File: src/rtl/fetch_unit_pkg.sv
// Shared constants for the instruction fetch unit: reset PC default,
// the NOP encoding presented while no instruction has been fetched,
// FSM state encodings, and a small PC alignment helper.
package fetch_unit_pkg;

  localparam logic [31:0] RESET_PC_DEFAULT = 32'h0000_0000;
  localparam logic [31:0] NOP_INSTR        = 32'h0000_0013;
  localparam logic [31:0] PC_STEP          = 32'h0000_0004;

  // FSM state encodings (legacy-compatible plain constants)
  localparam logic [1:0] S_REQ  = 2'd0;  // presenting a request to imem
  localparam logic [1:0] S_WAIT = 2'd1;  // request accepted, awaiting rvalid
  localparam logic [1:0] S_DROP = 2'd2;  // flushed request still in flight
  localparam logic [1:0] S_HOLD = 2'd3;  // instruction presented to decode

  // Force an address onto a 32-bit word boundary.
  function automatic logic [31:0] word_align(input logic [31:0] addr);
    word_align = addr & 32'hFFFF_FFFC;
  endfunction

endpackage

File: src/rtl/fetch_unit.sv
// Single-outstanding-request instruction fetch unit. A four-state FSM
// issues one imem request at a time, presents the returned instruction
// to decode until it is consumed, and flushes in-flight work on redirect.
module fetch_unit
  import fetch_unit_pkg::*;
#(
  parameter logic [31:0] RESET_PC = RESET_PC_DEFAULT
) (
  input  logic        clk,
  input  logic        rst,
  input  logic        redirect_valid,
  input  logic [31:0] redirect_pc,
  input  logic        stall,
  output logic        imem_req,
  output logic [31:0] imem_addr,
  input  logic        imem_ready,
  input  logic        imem_rvalid,
  input  logic [31:0] imem_rdata,
  output logic        if_valid,
  output logic [31:0] if_pc,
  output logic [31:0] if_instr,
  output logic        misalign_err
);

  logic [1:0]  state_r;
  logic [31:0] pc_r;
  logic        if_valid_r;
  logic [31:0] if_pc_r;
  logic [31:0] if_instr_r;
  logic        misalign_r;

  logic [1:0]  state_nxt_s;
  logic [31:0] pc_nxt_s;
  logic        if_valid_nxt_s;
  logic [31:0] if_pc_nxt_s;
  logic [31:0] if_instr_nxt_s;
  logic        misalign_nxt_s;
  logic [31:0] redirect_tgt_s;

  // Request outputs decode from registered state only, so no input reaches them combinationally.
  always_comb begin
    imem_req  = (state_r == S_REQ);
    imem_addr = pc_r;
  end

  assign if_valid     = if_valid_r;
  assign if_pc        = if_pc_r;
  assign if_instr     = if_instr_r;
  assign misalign_err = misalign_r;

  // Next-state logic; redirect is examined first in every state so it wins over all other inputs.
  always_comb begin
    state_nxt_s    = state_r;
    pc_nxt_s       = pc_r;
    if_valid_nxt_s = if_valid_r;
    if_pc_nxt_s    = if_pc_r;
    if_instr_nxt_s = if_instr_r;
    redirect_tgt_s = word_align(redirect_pc);
    misalign_nxt_s = redirect_valid & (redirect_pc[1:0] != 2'b00);

    case (state_r)
      S_REQ: begin
        if (redirect_valid) begin
          pc_nxt_s = redirect_tgt_s;
          // A handshake in the same cycle still launched a request whose data must be dropped.
          if (imem_ready) begin
            state_nxt_s = S_DROP;
          end else begin
            state_nxt_s = S_REQ;
          end
        end else if (imem_ready) begin
          state_nxt_s = S_WAIT;
        end else begin
          state_nxt_s = S_REQ;
        end
      end

      S_WAIT: begin
        if (redirect_valid) begin
          pc_nxt_s = redirect_tgt_s;
          // If the stale response arrives this very cycle nothing is left in flight.
          if (imem_rvalid) begin
            state_nxt_s = S_REQ;
          end else begin
            state_nxt_s = S_DROP;
          end
        end else if (imem_rvalid) begin
          if_instr_nxt_s = imem_rdata;
          if_pc_nxt_s    = pc_r;
          if_valid_nxt_s = 1'b1;
          pc_nxt_s       = pc_r + PC_STEP;  // wraps modulo 2^32 by width
          state_nxt_s    = S_HOLD;
        end else begin
          state_nxt_s = S_WAIT;
        end
      end

      S_HOLD: begin
        if (redirect_valid) begin
          if_valid_nxt_s = 1'b0;
          pc_nxt_s       = redirect_tgt_s;
          state_nxt_s    = S_REQ;
        end else if (!stall) begin
          if_valid_nxt_s = 1'b0;
          state_nxt_s    = S_REQ;
        end else begin
          state_nxt_s = S_HOLD;
        end
      end

      S_DROP: begin
        if (redirect_valid) begin
          pc_nxt_s = redirect_tgt_s;
        end else begin
          pc_nxt_s = pc_r;
        end
        if (imem_rvalid) begin
          state_nxt_s = S_REQ;
        end else begin
          state_nxt_s = S_DROP;
        end
      end

      default: begin
        if_valid_nxt_s = 1'b0;
        state_nxt_s    = S_REQ;
      end
    endcase
  end

  // State, PC and registered outputs; reset abandons any transaction in flight.
  always_ff @(posedge clk or posedge rst) begin
    if (rst) begin
      state_r    <= S_REQ;
      pc_r       <= RESET_PC;
      if_valid_r <= 1'b0;
      if_pc_r    <= 32'h0000_0000;
      if_instr_r <= NOP_INSTR;
      misalign_r <= 1'b0;
    end else begin
      state_r    <= state_nxt_s;
      pc_r       <= pc_nxt_s;
      if_valid_r <= if_valid_nxt_s;
      if_pc_r    <= if_pc_nxt_s;
      if_instr_r <= if_instr_nxt_s;
      misalign_r <= misalign_nxt_s;
    end
  end

endmodule
File: config.mk
export PLATFORM = sky130hd
export DESIGN_NAME = fetch_unit
export DESIGN_NICKNAME = d
export VERILOG_FILES = /design/src/rtl/fetch_unit_pkg.sv /design/src/rtl/fetch_unit.sv
export SDC_FILE = /design/constraint.sdc
export NUM_CORES = 1
export LEC_CHECK = 0
export BUFFER_PORTS_ARGS = -buffer_cell sky130_fd_sc_hd__buf_4
export CAP_MARGIN = 20
export CORE_ASPECT_RATIO = 1.2
export CORE_MARGIN = 2
export CORE_UTILIZATION = 50
export CTS_CLUSTER_DIAMETER = 100
export CTS_CLUSTER_SIZE = 8
export DETAILED_ROUTE_END_ITERATION = 8
export PLACE_DENSITY = 0.81
export RECOVER_POWER = 50
export SLEW_MARGIN = 40
export SYNTH_ARGS = -nofsm -noshare
export SYNTH_HDL_FRONTEND = slang
export SYNTH_SLANG_ARGS = --single-unit
File: constraint.sdc
create_clock -name clk -period 3.7 [get_ports clk]
set_clock_uncertainty 0.1 [all_clocks]
set_input_delay 0.555 -clock clk [delete_from_list [all_inputs] [get_ports clk]]
set_output_delay 0.555 -clock clk [all_outputs]
set_load 0.02 [all_outputs]
==> qor.yml, run 1 <==
ys_seq_area_share_pct: 52.2
max_slew_margin_pct: 20.9
finalCritPeriodShare_pct: 69.7
postCtsHoldBufs: 0
pwr-share-seq_pct: 41.9
overflow: 0
die_w_um: 91.7
clock_sinks: 96
place.gp.congestion: 0.944
avgRoutedWirePerCell_um: 18.6
hp-class: "in -> async"
cell_internal_pwr_mw: 2.58
status: "complete, no violations"
cp_data_required_time_ns: 3.88
die_area_sq_um: 10000
tightestPinTransition_ns: 1.19
combPwrFrac_pct: 40.5
yosysTopAreaCellShare_pct: 50.4
cap_violations: 0
final_nets: 636
path_max_fanout: 11
grt_pass1_vias: 3888
cp.arrival_ns: 2.76
power_density_nw_per_um2: 715
crit_chain: "nor2b_1 -> nand2_1 -> nor2_1 -> a221oi_1 -> nor3_1"
post-synth-top-area-cell: "dfrtp_1"
start_util_pct: 51.3
core_area_sq_um: 8990
vias: 4030
switching_power_mw: 1.69
cts.path.max_buffers: 2
netlist_top_cells_area: "dfrtp_1 (50%), mux2_2 (14%), nor2_1 (3.1%)"
path_clk_slew_ns: 0.09
final_max_slew_viol_count: 0
ys_types: 51
drive_above_1_share_pct: 38.4
worst_setup_path_start_kind: "flip-flop"
cts_max_level: 3
worstReg2RegStart: "state_r[0]$_DFF_PP0_"
end_kind: "flip-flop"
post-route-drc-count: 0
grt_max_degree: 76
cts_tree: "done"
setup_tns_ns: 0
max_freq_mhz: 387
fp.dieH_um: 109
fin_hold_ws_ns: 0.199
antenna_found_initial: 0
ys_async_sr_fraction_pct: 100
final_antenna_net_count: 0
drt_wl_total_um: 12800
grt_pass1_wl_um: 20100
setup_viol: 0
p_leak_nw: 2.64
viasPerCell: 5.86
rsz0062_at_grt: "false"
grt.total_usage_pct: 25.7
synth-seq-cells: 96
ys.flop_type: "dfrtp_1"
portBuffers: 164
diodes: 0
path_class: "reg -> reg"
num_rows: 38
hold_viol: 0
drt-pass1-iter-count: 5
post_cts_buffers: 0
swShare_pct: 39.6
synth_edf_count: 0
avgSynthCellArea_sq_um: 11.4
root_buffer: "clkbuf_8"
cts_made_buffers: 9
ctsResizeCount: 0
slowest_stage: "nor2b_1"
fillers: 776
area_growth_pct: 29.4
synthCells: 406
fin_crit_ns: 2.58
crit_family: "simple AND/OR/NAND/NOR gates"
drt_iter0_markers: 210
final_util_pct: 66.4
irDropWorstVdd_v: 0.000293
power_frac_clock_pct: 17.6
insertion_delay_ns: 0.37
critical_path_buf_inv_count: 0
reg2reg_setup_slack_ns: 1.12
ys_warn_count: 0
pin_count: 169
reg2reg_depth: 5
critPathMaxStageDelay_ns: 0.56
reg2reg_to: "imem_addr[30]$_DFFE_PP0P_"
synth.cell_area_sq_um: 4610
dp_hpwl_um: 9170
-- routing by layer --
layer / vias up / part of all wire [%] / track usage (%)
li1: 1828 / - / -
met1: 1951 / 40 / 33.3
met2: 215 / 51 / 43.1
met3: 36 / 7.0 / 5.04
met4: 0 / 2.8 / 9.42
met5: - / 0 / 0
-- sequential cells by signal, indices dropped and copies added, names as in the netlist --
name / flops
if_pc: 30
state_r: 2
imem_addr: 30
misalign_err: 1
if_valid: 1
if_instr: 32
-- Yosys cell counts (7+ instances only) --
library cell and n:
nand2_1 20, o22ai_1 9, nor2_1 38, buf_2 16, and3_1 9, o32ai_1 7
mux2_2 59, nor3_1 14, a21oi_1 13, nand3_1 11, a311oi_1 8, and4_1 8
o21ai_0 13, dfrtp_1 93
-- power by group through the flow --
stage	clock network (mW)	registers, mW	logic (mW)
finish	0.751	1.79	1.73
global route	0.817	1.84	1.83
CTS	0.771	1.79	1.93
detailed placement	0	1.81	1.93
global placement	0	1.78	1.89
floorplan	0	2.22	0.605
-- layout by cell type (no fill, tap or decap), types with 8 or more instances in the layout --
cell type and count:
dfrtp_1 93, clkbuf_1 49, a21oi_1 13, nand2_1 19, and3_1 9, nor2_1 38
o22ai_1 9, and4_1 8, nor3_1 14, mux2_2 59, o21ai_0 13, buf_4 125
clkbuf_8 10, a311oi_1 8, nand3_1 11
-- layout make-up --
cell class | instances | area, sq um | area share, %
Timing Repair Buffer | 171 | 1110 | 18.6
Sequential cell | 96 | 2410 | 40.3
Inverter | 7 | 31.3 | 0.524
Clock buffer | 13 | 149 | 2.49
Clock inverter | 3 | 67.6 | 1.13
Tap cell | 120 | 150 | 2.52
Multi-Input combinational cell | 278 | 2050 | 34.4
-- cell families (layout without fill, tap and decap cells) --
group	after synthesis	after routing	share of synthesized area, %
simple gates	127	127	15.5
flops	96	96	52.2
compound gates	85	85	13.5
mux	59	59	14.4
buf+inv	35	194	3.61
fa+ha+maj	3	3	0.814
other cells	1	4	0.0813
-- per-stage QoR --
step | instances | cell area, sq um | worst slack, ns | total power [mW]
global placement | 672 | 5920 | 0.982 | 3.66
finish | 688 | 5970 | 1.12 | 4.27
global route | 688 | 5970 | 0.993 | 4.50
detailed placement | 672 | 5930 | 0.839 | 3.74
CTS | 688 | 6140 | 1.21 | 4.49
floorplan | 409 | 4620 | 0.545 | 2.83
-- how the worst max path moves through the flow --
stage / endpoint / slack (ns) / from / cells past startpoint
detailed placement: imem_addr[26]$_DFFE_PP0P_ / 0.84 / redirect_valid / 8
floorplan: if_instr[10]$_DFFE_PP0P_ / 0.54 / rst / 1
global route: imem_addr[30]$_DFFE_PP0P_ / 0.99 / state_r[0]$_DFF_PP0_ / 5
finish: imem_addr[30]$_DFFE_PP0P_ / 1.12 / state_r[0]$_DFF_PP0_ / 5
CTS: imem_addr[26]$_DFFE_PP0P_ / 1.21 / state_r[0]$_DFF_PP0_ / 5
global placement: imem_addr[30]$_DFFE_PP0P_ / 0.98 / redirect_valid / 8
Power figures use the tool's default switching activity.
==> inputs of run 2 (changes only) <==
- clock period: 3.7 -> 2.55 ns (I/O delays scaled with it)
==> qor.yml, run 2 (same netlist as run 1, synthesis figures left out) <==
drt-pass1-iter-count: 4  # was 5
place.gp.congestion: 0.996  # was 0.944
final_area_sq_um: 5920  # was 5970 sq um
critical_path_buf_inv_count: 4  # was 0
reg2reg_depth: 6  # was 5
drt_iter0_markers: 229  # was 210
power_density_nw_per_um2: 995  # was 715 nW/um^2
post-route-drc-count: 0  # unchanged
rsz0062_at_grt: "false"  # unchanged
clock_sinks: 96  # unchanged
cts_max_level: 3  # unchanged
final_cell_mix: "buf_4 (102), dfrtp_1 (93), clkbuf_1 (82)"  # was buf_4 (125), dfrtp_1 (93), mux2_2 (59)
root_buffer: "clkbuf_8"  # unchanged
dp.cells: 685  # was 672
p_leak_nw: 2.57  # was 2.64 nW
core_area_sq_um: 8990  # unchanged
cp_data_required_time_ns: 2.70  # was 3.88 ns
cap_violations: 0  # unchanged
cts.path.max_buffers: 2  # unchanged
p_total_mw: 5.89  # was 4.27 mW
ctsResizeCount: 0  # unchanged
cts_made_buffers: 9  # unchanged
fp.dieH_um: 109  # unchanged
dp_hpwl_um: 9560  # was 9170 um
path_max_fanout: 38  # was 11
num_rows: 38  # unchanged
setup_tns_ns: 0  # unchanged
place_area_sq_um: 6030  # was 5930 sq um
pin_count: 169  # unchanged
die_w_um: 91.7  # unchanged
fin_hold_ws_ns: 0.133  # was 0.199 ns
die_area_sq_um: 10000  # unchanged
finalCritPeriodShare_pct: 92.7
grt_pass1_wl_um: 20600  # was 20100 um
irDropWorstVdd_v: 0.000460  # was 0.000293 V
holdPathStages: 3
diodes: 0  # unchanged
fillers: 800  # was 776
final_nets: 650  # was 636
fin_crit_ns: 2.36
path_clk_slew_ns: 0.09  # about the same
final_cell_count_no_fill: 702  # was 688
final_max_slew_viol_count: 0  # unchanged
start_util_pct: 51.3  # unchanged
status: "complete, no violations"  # unchanged
tightestPinTransition_ns: 1.02  # was 1.19 ns
worst_setup_path_start_kind: "input port"  # was flip-flop
cp.arrival_ns: 2.52  # was 2.76 ns
post_cts_buffers: 0  # unchanged
antenna_found_initial: 0  # unchanged
insertion_delay_ns: 0.36  # was 0.37 ns
portBuffers: 164  # unchanged
postCtsHoldBufs: 1  # was 0
drive_above_1_share_pct: 33.5  # was 38.4%
crit_chain: "clkbuf_1 -> inv_1 -> clkbuf_1 -> ha_1 -> nand2_2 -> buf_4 -> mux2_2"  # was nor2b_1 -> nand2_1 -> nor2_1 -> a221oi_1 -> nor3_1
area_growth_pct: 28.2  # was 29.4%
setup_viol: 0  # unchanged
grt_pass1_vias: 4055  # was 3888
final_common_cell: "buf_4"  # unchanged
max_slew_margin_pct: 31.5  # was 20.9%
hp-class: "in -> reg"  # was in -> async
drt_wl_total_um: 13100  # was 12800 um
final_antenna_net_count: 0  # unchanged
viasPerCell: 5.71  # was 5.86
crit_family: "buffers and inverters"  # was simple AND/OR/NAND/NOR gates
critPathMaxStageDelay_ns: 0.40  # was 0.56 ns
crit_top_cell: "clkbuf_1"
largest_reg_flops: 32  # unchanged
cts_tree: "done"  # unchanged
max_freq_mhz: 423
vias: 4011  # was 4030
path_depth: 7  # was 5
grt.total_usage_pct: 26.5  # was 25.7%
grt_max_degree: 76  # unchanged
avgRoutedWirePerCell_um: 18.6  # about the same
end_kind: "flip-flop"  # unchanged
slowest_stage: "clkbuf_1"  # was nor2b_1
overflow: 0  # unchanged
hold_viol: 0  # unchanged
path_class: "in -> reg"  # was reg -> reg
## run 2: changes by cell type in the layout (fill, tap and decap cells not counted), moves of 2 or more
cell       delta
clkbuf_1     +33
buf_4        -23
dfstp_1       +3
dfstp_2       -3
bufinv_16     -2
## run 2: area by class of cell
class                           instances  area (sq um)  share of cell area [%]
Clock buffer                           12           145                    2.45
Clock inverter                          4          28.8                   0.486
Inverter                                7          27.5                   0.465
Multi-Input combinational cell        278          2050                    34.7
Sequential cell                        96          2410                    40.7
Tap cell                              120           150                    2.54
Timing Repair Buffer                  185          1100                    18.7
## run 2: per-layer routing
metal	part of all wire (%)	global-route usage (%)
met1	42	34.1
met2	50	44.5
met4	1.2	10.2
met3	7.2	5.04
met5	0	0
## run 2: worst paths after layout
kind                                     startpoint                   endpoint  slack, ns
max                                  redirect_valid   if_instr[12]$_DFFE_PP0P_       0.19
min                                 redirect_pc[19]  imem_addr[19]$_DFFE_PP0P_       0.13
max reg2reg                imem_addr[3]$_DFFE_PP0P_  imem_addr[24]$_DFFE_PP0P_       0.22
min reg2reg                    if_pc[9]$_DFFE_PP0P_       if_pc[9]$_DFFE_PP0P_       0.40
max in group asynchronous                       rst    if_instr[0]$_DFFE_PP1P_       0.79
min in group asynchronous                       rst   if_instr[25]$_DFFE_PP0P_       0.66
## run 2: worst min-delay path, delay by kind of cell
family | cells | cell delay (ns)
buf+inv | 1 | 0.08
simple gates | 1 | 0.05
compound gates | 1 | 0.05
## run 2: metrics by stage
step | setup slack (ns) | util, %
after floorplan | 0.248 | -
after global placement | 0.265 | 67.2
after detailed placement | 0.287 | 67.2
after CTS | 0.252 | 69.2
after global routing | 0.0653 | 65.8
final | 0.187 | 65.8
## run 2: report_power, final
group	total, mW	internal, mW	switching, mW	leakage [nW]
registers	2.57	2.11	0.456	1.14
logic	2.41	0.915	1.49	1.34
clock network	0.909	0.384	0.525	0.0830
